==> src/rtl/kf8237_bus_pkg.sv <==
// Shared definitions for the KF8237 host-bus front end: control offsets,
// access tracker states and the address width rule.
package kf8237_bus_pkg;

    localparam logic [2:0] CTRL_COMMAND        = 3'd0;
    localparam logic [2:0] CTRL_REQUEST        = 3'd1;
    localparam logic [2:0] CTRL_SINGLE_MASK    = 3'd2;
    localparam logic [2:0] CTRL_MODE           = 3'd3;
    localparam logic [2:0] CTRL_BYTE_POINTER   = 3'd4;
    localparam logic [2:0] CTRL_MASTER_CLEAR   = 3'd5;
    localparam logic [2:0] CTRL_CLEAR_MASK     = 3'd6;
    localparam logic [2:0] CTRL_WRITE_ALL_MASK = 3'd7;

    typedef enum logic [1:0] {
        IDLE   = 2'd0,
        ACTIVE = 2'd1,
        END    = 2'd2
    } tracker_state_t;

    // One MSB selects control space above the 2*CHANNELS channel offsets.
    function automatic int aw_for(input int channels);
        int w;
        w = $clog2(2 * channels);
        return ((w > 3) ? w : 3) + 1;
    endfunction

endpackage

==> src/rtl/kf8237_access_tracker.sv <==
// Follows one CPU strobe through IDLE -> ACTIVE -> END, with a sticky abort
// raised by lock_bus_control, and flags the edge at which the access completes.
module kf8237_access_tracker
    import kf8237_bus_pkg::*;
(
    input  logic clock,
    input  logic reset,
    input  logic strobe_n,
    input  logic other_strobe_n,
    input  logic chip_select_n,
    input  logic lock_bus_control,
    output logic active_sample,
    output logic active,
    output logic complete
);

    tracker_state_t state, state_next;
    logic           abort, abort_next;
    logic           selected;

    // Both strobes low together is treated as no access at all.
    assign selected = ~strobe_n & ~chip_select_n & other_strobe_n;

    always_ff @(posedge clock) begin
        if (reset) begin
            state <= IDLE;
            abort <= 1'b0;
        end else begin
            state <= state_next;
            abort <= abort_next;
        end
    end

    always_comb begin
        state_next = state;
        abort_next = abort;
        case (state)
            IDLE: begin
                if (selected) begin
                    state_next = ACTIVE;
                    abort_next = lock_bus_control;
                end
            end
            ACTIVE: begin
                abort_next = abort | lock_bus_control;
                if (!selected) state_next = END;
            end
            END: begin
                state_next = IDLE;
                abort_next = 1'b0;
            end
            default: begin
                state_next = IDLE;
                abort_next = 1'b0;
            end
        endcase
    end

    assign active_sample = selected & (state != END);
    assign active        = (state == ACTIVE) & ~abort;
    assign complete      = (state == ACTIVE) & ~selected & ~abort_next;

endmodule

==> src/rtl/kf8237_bus_interface.sv <==
// CPU-side bus front end of the KF8237: tracks reads/writes, issues one-cycle
// register strobes, owns the byte pointer and drives registered read data.
module kf8237_bus_interface
    import kf8237_bus_pkg::*;
#(
    parameter int CHANNELS = 4,
    parameter int AW       = aw_for(CHANNELS)
) (
    input  logic                    clock,
    input  logic                    reset,
    input  logic                    chip_select_n,
    input  logic                    io_read_n_in,
    input  logic                    io_write_n_in,
    input  logic [AW-1:0]           address_in,
    input  logic [7:0]              data_bus_in,
    input  logic                    lock_bus_control,
    input  logic [16*CHANNELS-1:0]  current_address,
    input  logic [16*CHANNELS-1:0]  current_word_count,
    input  logic [7:0]              status_register,
    input  logic [7:0]              temporary_register,
    output logic [7:0]              internal_data_bus,
    output logic                    write_command_register,
    output logic                    write_request_register,
    output logic                    set_or_reset_mask_register,
    output logic                    write_mode_register,
    output logic                    write_mask_register,
    output logic                    master_clear,
    output logic                    clear_mask_register,
    output logic [CHANNELS-1:0]     write_base_and_current_address,
    output logic [CHANNELS-1:0]     write_base_and_current_word_count,
    output logic                    access_high_byte,
    output logic                    byte_pointer,
    output logic                    read_status_done,
    output logic [7:0]              data_bus_out,
    output logic                    data_bus_out_enable
);

    logic                wr_sample, wr_active, wr_complete;
    logic                rd_sample, rd_active, rd_complete;
    logic [AW-1:0]       wr_addr, rd_addr;
    logic [CHANNELS-1:0] wr_addr_hot, wr_cnt_hot;
    logic                wr_channel, rd_channel;
    logic [15:0]         rd_word;
    logic [7:0]          rd_data;

    kf8237_access_tracker u_write_tracker (
        .clock            (clock),
        .reset            (reset),
        .strobe_n         (io_write_n_in),
        .other_strobe_n   (io_read_n_in),
        .chip_select_n    (chip_select_n),
        .lock_bus_control (lock_bus_control),
        .active_sample    (wr_sample),
        .active           (wr_active),
        .complete         (wr_complete)
    );

    kf8237_access_tracker u_read_tracker (
        .clock            (clock),
        .reset            (reset),
        .strobe_n         (io_read_n_in),
        .other_strobe_n   (io_write_n_in),
        .chip_select_n    (chip_select_n),
        .lock_bus_control (lock_bus_control),
        .active_sample    (rd_sample),
        .active           (rd_active),
        .complete         (rd_complete)
    );

    assign data_bus_out_enable = rd_active & ~wr_active;

    always_comb begin
        wr_addr_hot = '0;
        wr_cnt_hot  = '0;
        for (int unsigned n = 0; n < CHANNELS; n++) begin
            if (!wr_addr[AW-1] && int'(wr_addr[AW-2:1]) == int'(n)) begin
                if (wr_addr[0]) wr_cnt_hot[n]  = 1'b1;
                else            wr_addr_hot[n] = 1'b1;
            end
        end
    end

    assign wr_channel = |{wr_addr_hot, wr_cnt_hot};
    assign rd_channel = !rd_addr[AW-1] && (int'(rd_addr[AW-2:1]) < CHANNELS);

    // Read data is selected from the live address so it is valid one cycle in.
    always_comb begin
        rd_word = '0;
        rd_data = 8'hFF;
        if (!address_in[AW-1]) begin
            for (int unsigned n = 0; n < CHANNELS; n++) begin
                if (int'(address_in[AW-2:1]) == int'(n)) begin
                    rd_word = address_in[0] ? current_word_count[16*n +: 16]
                                            : current_address[16*n +: 16];
                    rd_data = byte_pointer ? rd_word[15:8] : rd_word[7:0];
                end
            end
        end else begin
            case (address_in[2:0])
                CTRL_COMMAND:      rd_data = status_register;
                CTRL_MASTER_CLEAR: rd_data = temporary_register;
                default:           rd_data = 8'hFF;
            endcase
        end
    end

    always_ff @(posedge clock) begin
        if (reset) begin
            internal_data_bus                 <= 8'h00;
            wr_addr                           <= '0;
            rd_addr                           <= '0;
            data_bus_out                      <= 8'hFF;
            byte_pointer                      <= 1'b0;
            access_high_byte                  <= 1'b0;
            write_command_register            <= 1'b0;
            write_request_register            <= 1'b0;
            set_or_reset_mask_register        <= 1'b0;
            write_mode_register               <= 1'b0;
            write_mask_register               <= 1'b0;
            master_clear                      <= 1'b0;
            clear_mask_register               <= 1'b0;
            write_base_and_current_address    <= '0;
            write_base_and_current_word_count <= '0;
            read_status_done                  <= 1'b0;
        end else begin
            write_command_register            <= 1'b0;
            write_request_register            <= 1'b0;
            set_or_reset_mask_register        <= 1'b0;
            write_mode_register               <= 1'b0;
            write_mask_register               <= 1'b0;
            master_clear                      <= 1'b0;
            clear_mask_register               <= 1'b0;
            write_base_and_current_address    <= '0;
            write_base_and_current_word_count <= '0;
            read_status_done                  <= 1'b0;

            if (wr_sample) begin
                wr_addr           <= address_in;
                internal_data_bus <= data_bus_in;
            end
            if (rd_sample) begin
                rd_addr      <= address_in;
                data_bus_out <= rd_data;
            end

            if (wr_complete) begin
                access_high_byte <= byte_pointer;
                if (!wr_addr[AW-1]) begin
                    write_base_and_current_address    <= wr_addr_hot;
                    write_base_and_current_word_count <= wr_cnt_hot;
                    if (wr_channel) byte_pointer <= ~byte_pointer;
                end else begin
                    case (wr_addr[2:0])
                        CTRL_COMMAND:        write_command_register     <= 1'b1;
                        CTRL_REQUEST:        write_request_register     <= 1'b1;
                        CTRL_SINGLE_MASK:    set_or_reset_mask_register <= 1'b1;
                        CTRL_MODE:           write_mode_register        <= 1'b1;
                        CTRL_BYTE_POINTER:   byte_pointer               <= 1'b0;
                        CTRL_MASTER_CLEAR: begin
                            master_clear <= 1'b1;
                            byte_pointer <= 1'b0;
                        end
                        CTRL_CLEAR_MASK:     clear_mask_register        <= 1'b1;
                        CTRL_WRITE_ALL_MASK: write_mask_register        <= 1'b1;
                        default: ;
                    endcase
                end
            end

            if (rd_complete) begin
                access_high_byte <= byte_pointer;
                if (rd_channel) begin
                    byte_pointer <= ~byte_pointer;
                end else if (rd_addr[AW-1]) begin
                    if (rd_addr[2:0] == CTRL_BYTE_POINTER) byte_pointer     <= 1'b1;
                    if (rd_addr[2:0] == CTRL_COMMAND)      read_status_done <= 1'b1;
                end
            end
        end
    end

endmodule

==> config.mk <==
export PLATFORM = sky130hd
export DESIGN_NAME = kf8237_bus_interface
export DESIGN_NICKNAME = d
export VERILOG_FILES = /design/src/rtl/kf8237_bus_pkg.sv /design/src/rtl/kf8237_access_tracker.sv /design/src/rtl/kf8237_bus_interface.sv
export SDC_FILE = /design/constraint.sdc
export NUM_CORES = 1
export LEC_CHECK = 0
export BUFFER_PORTS_ARGS = -buffer_cell sky130_fd_sc_hd__buf_2
export CAP_MARGIN = 20
export CORE_UTILIZATION = 37
export CTS_BUF_LIST = sky130_fd_sc_hd__clkbuf_8
export DETAILED_ROUTE_END_ITERATION = 12
export GPL_ROUTABILITY_DRIVEN = 0
export GPL_TIMING_DRIVEN = 0
export PLACE_DENSITY = 0.81
export SETUP_SLACK_MARGIN = 0.02
export SLEW_MARGIN = 20
export SYNTH_ARGS = -nofsm -noshare
export SYNTH_HDL_FRONTEND = slang
export SYNTH_HIERARCHICAL = 1
export SYNTH_SLANG_ARGS = --single-unit
==> constraint.sdc <==
create_clock -name clock -period 2.1 [get_ports clock]
set_input_delay 0.105 -clock clock [delete_from_list [all_inputs] [get_ports clock]]
set_output_delay 0.105 -clock clock [all_outputs]
set_load 0.02 [all_outputs]
# Word level (Yosys, flattened, before mapping)
# Index checks and enable logic that the tools add are counted.
# totals
word_cells	144
regBits	48
inputBits	162
output_inout_bits	35
# op_classes
n_mux	51
n_bitwise	30
eq_ne	23
n_reduce_logical	20
# ops
operator	count
$mux 8	9
$mux 16	4
$mux 1	29
$eq 3x3->1 const B	6
$pmux 8 s2	1
$not 1->1	15
$and 1x1->1	13
$logic_not 3->1	3
$reduce_or 3->1	3
$eq 2x1->1 const B	4
$eq 2x2->1 const B	4
$logic_not 2->1	4
$mux 2	4
$ne 2x2->1 const B	4
$pmux 2 s2	2
$reduce_or 8->1	1
$eq 3x2->1 const B	2
$logic_and 1x1->1	4
$ne 2x1->1 const B	2
$pmux 1 s2	2
$reduce_and 2->1	2
$eq 3x1->1 const B	1
$or 1x1->1	2
$reduce_bool 2->1	1
other kinds (2)	2

# Logic depth before layout (Yosys ltp)
# Gate-level depths: netlist of the first run.
# depth
depth_word	11
ltp_mapped	7
depth_no_buf	6

# By module
# Netlist of the first run, hierarchy kept.
# by_module_without_submodules
mod	instances	seq_area_each_um2	cells_each	area_each_um2
kf8237_bus_interface	1	840.8	239	2645.0
kf8237_access_tracker	2	60.1	16	143.9

# Least setup slack after synthesis of the first run
# No wires, ideal clock.
# synth_timing
path_kind	flip-flop to flip-flop
start	register byte_pointer
end	register data_bus_out[5]
path_stages_with_launch	7
synth_period_minus_slack_ns	1.912
required_time_ns	1.975
slack_ns	0.188
path_buffers	2
arrival_time_ns	1.787
setup_time_ns	0.125
path_cell_list	dfxtp_1 > buf_2 > buf_2 > mux4_2 > mux2_2 > a22oi_1 > nand3_1
# synth_via
elab_chain_cells	6
word_cells_on_any_way	9
classes_between	mux (9)
# synth_lines
element	line_no	rtl
from (decl)	kf8237_bus_interface.sv:32	output logic byte_pointer,
from (signal assigned)	kf8237_bus_interface.sv:151	if (wr_channel) byte_pointer <= ~byte_pointer;
from (signal assigned)	kf8237_bus_interface.sv:173	byte_pointer <= ~byte_pointer;
$mux 8	kf8237_bus_interface.sv:95	rd_data = byte_pointer ? rd_word[15:8] : rd_word[7:0];
$mux 8 (3 in series)	kf8237_bus_interface.sv:92	if (int'(address_in[AW-2:1]) == int'(n)) begin
$mux 8 *	kf8237_bus_interface.sv:92	
$mux 8 *	kf8237_bus_interface.sv:90	if (!address_in[AW-1]) begin
to (signal assigned)	kf8237_bus_interface.sv:143	data_bus_out <= rd_data;
to (decl)	kf8237_bus_interface.sv:34	output logic [7:0] data_bus_out,
# Mark *: on every way between the ends. The rest lies on a longest branch, timed or not.
# A chain may end at the register's enable or synchronous reset.

# Final worst setup path of the first run
# layout_timing
start	register byte_pointer
end	register data_bus_out[1]
# Same word-level chain as after synthesis.

==> metrics, run 1 <==
asr flop ratio synth=0; Iter 0 DRT Violations=around 120; Post-CTS Setup Inserts=0; vias per cell=~5.4; CTS clk-pin slew, worst paths=90 ps; row cnt=32; Crit Path Class=reg -> reg; leakage=1.82 nW; CTS sink cnt=between 40 and 50; Buffers on Ports=between 150 and 200; Post-DP Area=4030 sq um; fin util=0.539; first-pass GRT wire length=~16 mm; clock buffer count from CTS=5; vias in the first global route=~3.4k; Hold Crit Depth=3; clk_skew=around 8 ps; CP Capture Type=flip-flop; share of Yosys cell area claimed by the top area cell type=0.328; Final min period=about 1900 ps; Critical Path RT=around 2300 ps; Slowest-stage cell, CP=dfxtp_1; routed wire length=9.83 mm; Clock H-tree levels=2; share of cells above drive strength 1=0.529; Post-synth EDFFs=0; antenna violations before repair=2; Mapped Cells=roughly 270; CTS Buffer Depth=2; Reg2Reg Depth=6; ranking of synthesized cells by area=dfxtp_1, mux4_2, mux4_1; Fin Hold WS=~45 ps; warnings from Yosys=6; WL/cell=~17 um; delay of the slowest critical-path stage=between 300 and 400 ps; predominant post-synthesis flop cell=dfxtp_1; Cell Area, Synth=between 2000 and 3000 sq um; Worst Path Max Fanout=10; mean post-synth cell area=10.8 sq um; CTS tree=yes; post-DP HPWL=roughly 8.1 mm; RSZ-0062 raised after global routing=false; FF-to-FF Start=byte_pointer; crit path DAT=2110 ps; Clk Latency, worst-skew pair=~300 ps; #FFs+latches synth=48; Critical Path End=data_bus_out[1]; Chip Height=roughly 90 um; GR Overflow Total=0; HP Class=in -> reg; Worst Tran Pin Value=798 ps; Synth area leader=dfxtp_1; Final Hold Fails=0; Startpoint Class=flip-flop; Setup-failing EPs final=0; fillcell total=750; Peak VDD IR=~0.26 mV; cell area after layout=a little over 4000 sq um; initial core utilization=0.382; setup slack, reg-to-reg=around 180 ps; power density over cell area=between 400 and 500 nW/um^2; CP cell instances=buf_6 > buf_2 > mux4_1 > mux2_2 > a22oi_1 > nand3_1; net count after synthesis=433; Unique masters post-synth=44; CTS root buffer=clkbuf_8; die area=8290 sq um; maximum clock rate=0.520 GHz; max-slew violation count=0; largest net degree at the start of global routing=17; DRC errors left=0; DP Worst Slack=-239 ps; final worst slack=about 180 ps; GRT Total Usage=0.244; status=finished clean; num ports=roughly 200; Tcrit/Tclk final=0.915; sequential fraction of the synthesis area=0.328; die width=between 90 and 100 um; Core Area=7690 sq um; max cap viols=0; first-pass detailed-route iteration total=4; r2r endpoint=data_bus_out[1]; most common cell after layout, fill and taps aside=buf_2; relative slew slack=0.463; Routed Antenna Nets=0; P&R area growth vs syn=41.3%; number of vias in the routed layout=between 3k and 4k; commonest cells after routing, fill and taps aside=buf_2, dfxtp_1, nor2_1; start point of the critical path=byte_pointer; fin nets=634
[worst max-delay path: cells and delay by family (launching register included)]
family                 cells  cell delay [ps]
muxes                      2              590
buffers and inverters      2              480
DFF                        1              380
AOI/OAI and AO/OA          1              240
and+or+nand+nor            1              110
[kinds of logic (layout without fill, tap and decap cells)]
family | Yosys count | count (layout) | share of synthesized area
AOI/OAI and AO/OA | 48 | 48 | 0.114
buffers and inverters | 25 | 227 | 0.0482
DFF | 48 | 48 | 0.328
muxes | 62 | 62 | 0.362
other | 0 | 2 | 0
and+or+nand+nor | 88 | 88 | 0.148
[Yosys cell counts, types with 5 or more instances]
master,instances
nand2_1,11
mux4_2,17
mux2_2,13
nand2b_1,5
a21oi_1,13
mux4_1,13
nand3_1,6
clkbuf_1,10
inv_1,5
nor2_1,38
dfxtp_1,48
mux2i_1,19
o21ai_0,8
a22oi_1,5
o22a_1,7
nor3_1,7
[worst min-delay path by stage]
stage	to	slack [ps]	from
after floorplan	u_read_tracker/abort	180	reset
after global placement	internal_data_bus[6]	340	data_bus_in[6]
after detailed placement	internal_data_bus[2]	350	data_bus_in[2]
after CTS	internal_data_bus[2]	40	data_bus_in[2]
after global routing	internal_data_bus[4]	50	data_bus_in[4]
final	internal_data_bus[2]	40	data_bus_in[2]
[routing by layer]
metal | wire (um) | track usage | vias to the layer above | share of wire
li1 | - | - | 1450 | -
met1 | 3490 | 0.243 | 1479 | 0.35
met2 | 5500 | 0.487 | 138 | 0.56
met3 | 518 | 0.0377 | 25 | 0.053
met4 | 324 | 0.110 | 0 | 0.033
met5 | 0 | 0 | - | 0
[power breakdown]
group	leakage [nW]	switching (mW)	internal, mW	total, mW
clock network	0.0404	0.315	0.236	0.551
registers	0.389	0.0153	0.932	0.947
logic	1.39	0.214	0.279	0.493
total	1.82	0.544	1.45	1.99
[final cells by class]
class | count | area (sq um) | area share
multi-input cells | 198 | 1840 | 0.443
plain buffers | 18 | 108 | 0.0260
clock inverters | 3 | 23.8 | 0.00573
repair buffers | 194 | 971 | 0.234
inverters | 7 | 43.8 | 0.0106
well taps | 102 | 128 | 0.0308
diodes | 2 | 5.00 | 0.00121
flip-flops and latches | 48 | 961 | 0.232
clock buffers | 5 | 68.8 | 0.0166
[metrics by stage]
stage | std cells | TNS (ps) | total power [mW]
global placement | 567 | -1420 | 1.44
detailed placement | 567 | -1420 | 1.46
finish | 577 | 0 | 1.99
global route | 577 | 0 | 2.08
CTS | 575 | 0 | 2.01
floorplan | 271 | 0 | 1.23
[registers in the layout, summed over array words and instances (netlist names), 2 cells and up]
signal                             flops
write_base_and_current_address         4
write_base_and_current_word_count      4
wr_addr                                4
rd_addr                                4
data_bus_out                           8
u_write_tracker/state                  2
internal_data_bus                      8
u_read_tracker/state                   2
[timing repair]
| item | CTS | global route |
|---|---|---|
| hold buffers | 0 | 0 |
| endpoints found under the setup margin | 1 | 15 |
| resized for setup | 1 | 5 |
Note: power is estimated with default switching activity, not from simulation.
==> run 2, diff against run 1 <==
--- a/config.mk
+++ b/config.mk
@@ -12,6 +12,7 @@
 export DETAILED_ROUTE_END_ITERATION = 12
 export GPL_ROUTABILITY_DRIVEN = 0
 export GPL_TIMING_DRIVEN = 0
+export MAX_ROUTING_LAYER = met4
 export PLACE_DENSITY = 0.81
 export SETUP_SLACK_MARGIN = 0.02
 export SLEW_MARGIN = 20
==> run 2 against run 1 <==
Net effect:
- worst hold slack worse by 2.2 ps
- clock skew up 2.7 ps
- critical path depth unchanged
- setup slack better by 7.4 ps
- sequential share of layout area is the same
- sequential power barely moved
- routed wire length grew 0.17%
- critical path type unchanged
==> metrics, run 2 (synthesis results as in run 1) <==
CP cell instances=buf_6 > buf_2 > mux4_1 > mux2_2 > a22oi_1 > nand3_1; Largest regs=data_bus_out x8, internal_data_bus x8; vias per cell=5.37 (+0.23%); fillcell total=750 (unchanged); Clock H-tree levels=2 (unchanged); setup slack, reg-to-reg=190 ps (about the same); share of cells above drive strength 1=0.529 (unchanged); CTS tree=yes; DRC errors left=0 (unchanged); Final min period=1910 ps (-7.40 ps); Reg2Reg Depth=6 (unchanged); grt met3 use=0.0352 (-0.00251); CTS Buffer Depth=2 (unchanged); Setup-failing EPs final=0 (unchanged); crit path DAT=2110 ps (about the same); Worst Path Max Fanout=10 (unchanged); Post-CTS Setup Inserts=0 (unchanged); Hold-fix buffers, CTS=0 (unchanged); Clk Latency, worst-skew pair=310 ps (about the same); P&R area growth vs syn=41.3% (unchanged); WP buf/inv=2 (unchanged); critical path depth in cells=6 (unchanged); relative slew slack=0.493 (+0.0300); Iter 0 DRT Violations=108 (-8.5%); Global Route met2 Usage=0.489 (+0.00189); final worst slack=186 ps (+7.40 ps); r2r endpoint=data_bus_out[1]; CTS root buffer=clkbuf_8; Crit Path Class=reg -> reg; CP Capture Type=flip-flop; delay of the slowest critical-path stage=380 ps (about the same); max-slew violation count=0 (unchanged); power density over cell area=482 nW/um^2 (+0.26%); cell area after layout=4150 sq um (unchanged); CTS sink cnt=48 (unchanged); Routed Antenna Nets=0 (unchanged); num ports=197 (unchanged); DP Worst Slack=-239 ps (unchanged); Sequential Area=961 sq um (unchanged); aggregate negative setup slack=0 ps (unchanged); clock buffer count from CTS=5 (unchanged); HP Class=in -> reg; first-pass GRT wire length=15.7 mm (about the same); GR Util met1=0.243 (unchanged); Slowest-stage cell, CP=dfxtp_1; antenna violations before repair=2 (unchanged); commonest cells after routing, fill and taps aside=buf_2, dfxtp_1, nor2_1; Peak VDD IR=0.260 mV (about the same); RSZ-0062 raised after global routing=false; leakage=1.82 nW (unchanged); row cnt=32 (unchanged); most common cell after layout, fill and taps aside=buf_2; Tcrit/Tclk final=0.912 (-0.00353); clk_skew=10.7 ps (+2.68 ps); post-DP HPWL=8.15 mm (unchanged); GRT Total Usage=0.250 (+0.00681); start point of the critical path=byte_pointer; die area=8290 sq um (unchanged); initial core utilization=0.382 (unchanged); vias in the first global route=3357 (-0.030%); Non-Filler Instances=577 (unchanged); Critical Path RT=2290 ps (about the same); Buffers on Ports=194 (unchanged); WL/cell=17.1 um (+0.17%); number of vias in the routed layout=3099 (+0.23%); Core Area=7690 sq um (unchanged); Chip Height=91.0 um (unchanged); FF-to-FF Start=byte_pointer; Post-DP Area=4030 sq um (unchanged); Most Crowded Layer GR=met2; fin nets=634 (unchanged); critical path's top delay family=multiplexers; die width=91.0 um (unchanged); max cap viols=0 (unchanged); Final Hold Fails=0 (unchanged); largest net degree at the start of global routing=17 (unchanged); Multi-input gate area=1840 sq um (unchanged); status=finished clean; maximum clock rate=0.522 GHz (+0.39%); Critical Path End=data_bus_out[1]; Worst Tran Pin Value=754 ps (-44.5 ps); placed cell count=567 (unchanged); Startpoint Class=flip-flop; routed wire length=9.85 mm (+0.17%); first-pass detailed-route iteration total=4 (unchanged); CTS clk-pin slew, worst paths=90 ps (about the same); GR Overflow Total=0 (unchanged)
[run 2: cell counts in the layout (fill, tap and decap cells not counted)]
No cell type changed its count.
[run 2: power breakdown]
part,total [mW],internal [mW],switching [mW]
logic,0.493,0.279,0.214
clock network,0.556,0.236,0.320
registers,0.947,0.932,0.0153
[run 2: area by class of cell]
type,instances,area share
repair buffers,194,0.234
clock buffers,5,0.0166
diodes,2,0.00121
flip-flops and latches,48,0.232
clock inverters,3,0.00573
multi-input cells,198,0.443
plain buffers,18,0.0260
inverters,7,0.0106
well taps,102,0.0308
[run 2: worst min-delay path, cell delays in order]
cell,delay (ps)
buf_2,70
mux2i_1,60
nor2_1,70
[run 2: per-stage QoR]
step | utilization | hold WS, ps | power (mW)
floorplan | - | 181 | 1.23
global placement | 0.524 | 342 | 1.44
detailed placement | 0.524 | 354 | 1.46
CTS | 0.537 | 40.2 | 2.01
global route | 0.539 | 51.6 | 2.09
finish | 0.539 | 42.5 | 2.00
[run 2: routing by layer]
metal  vias up  share of wire
met1      1484           0.36
met4         0          0.028
li1       1454              -
met5         -              0
met2       139           0.56
met3        22          0.049
[run 2: how the worst min path moves through the flow]
stage                    from              endpoint  slack (ps)  cells past startpoint
2_1_floorplan           reset  u_read_tracker/abort         180                      1
3_3_place_gp   data_bus_in[6]  internal_data_bus[6]         340                      3
3_5_place_dp   data_bus_in[2]  internal_data_bus[2]         350                      3
4_1_cts        data_bus_in[2]  internal_data_bus[2]          40                      3
5_1_grt        data_bus_in[4]  internal_data_bus[4]          50                      3
6_report       data_bus_in[2]  internal_data_bus[2]          40                      3
[run 2: what timing repair did]
action	in CTS	in global routing
resized for setup	1	5
pin swaps	0	0
setup endpoints to repair	1	15
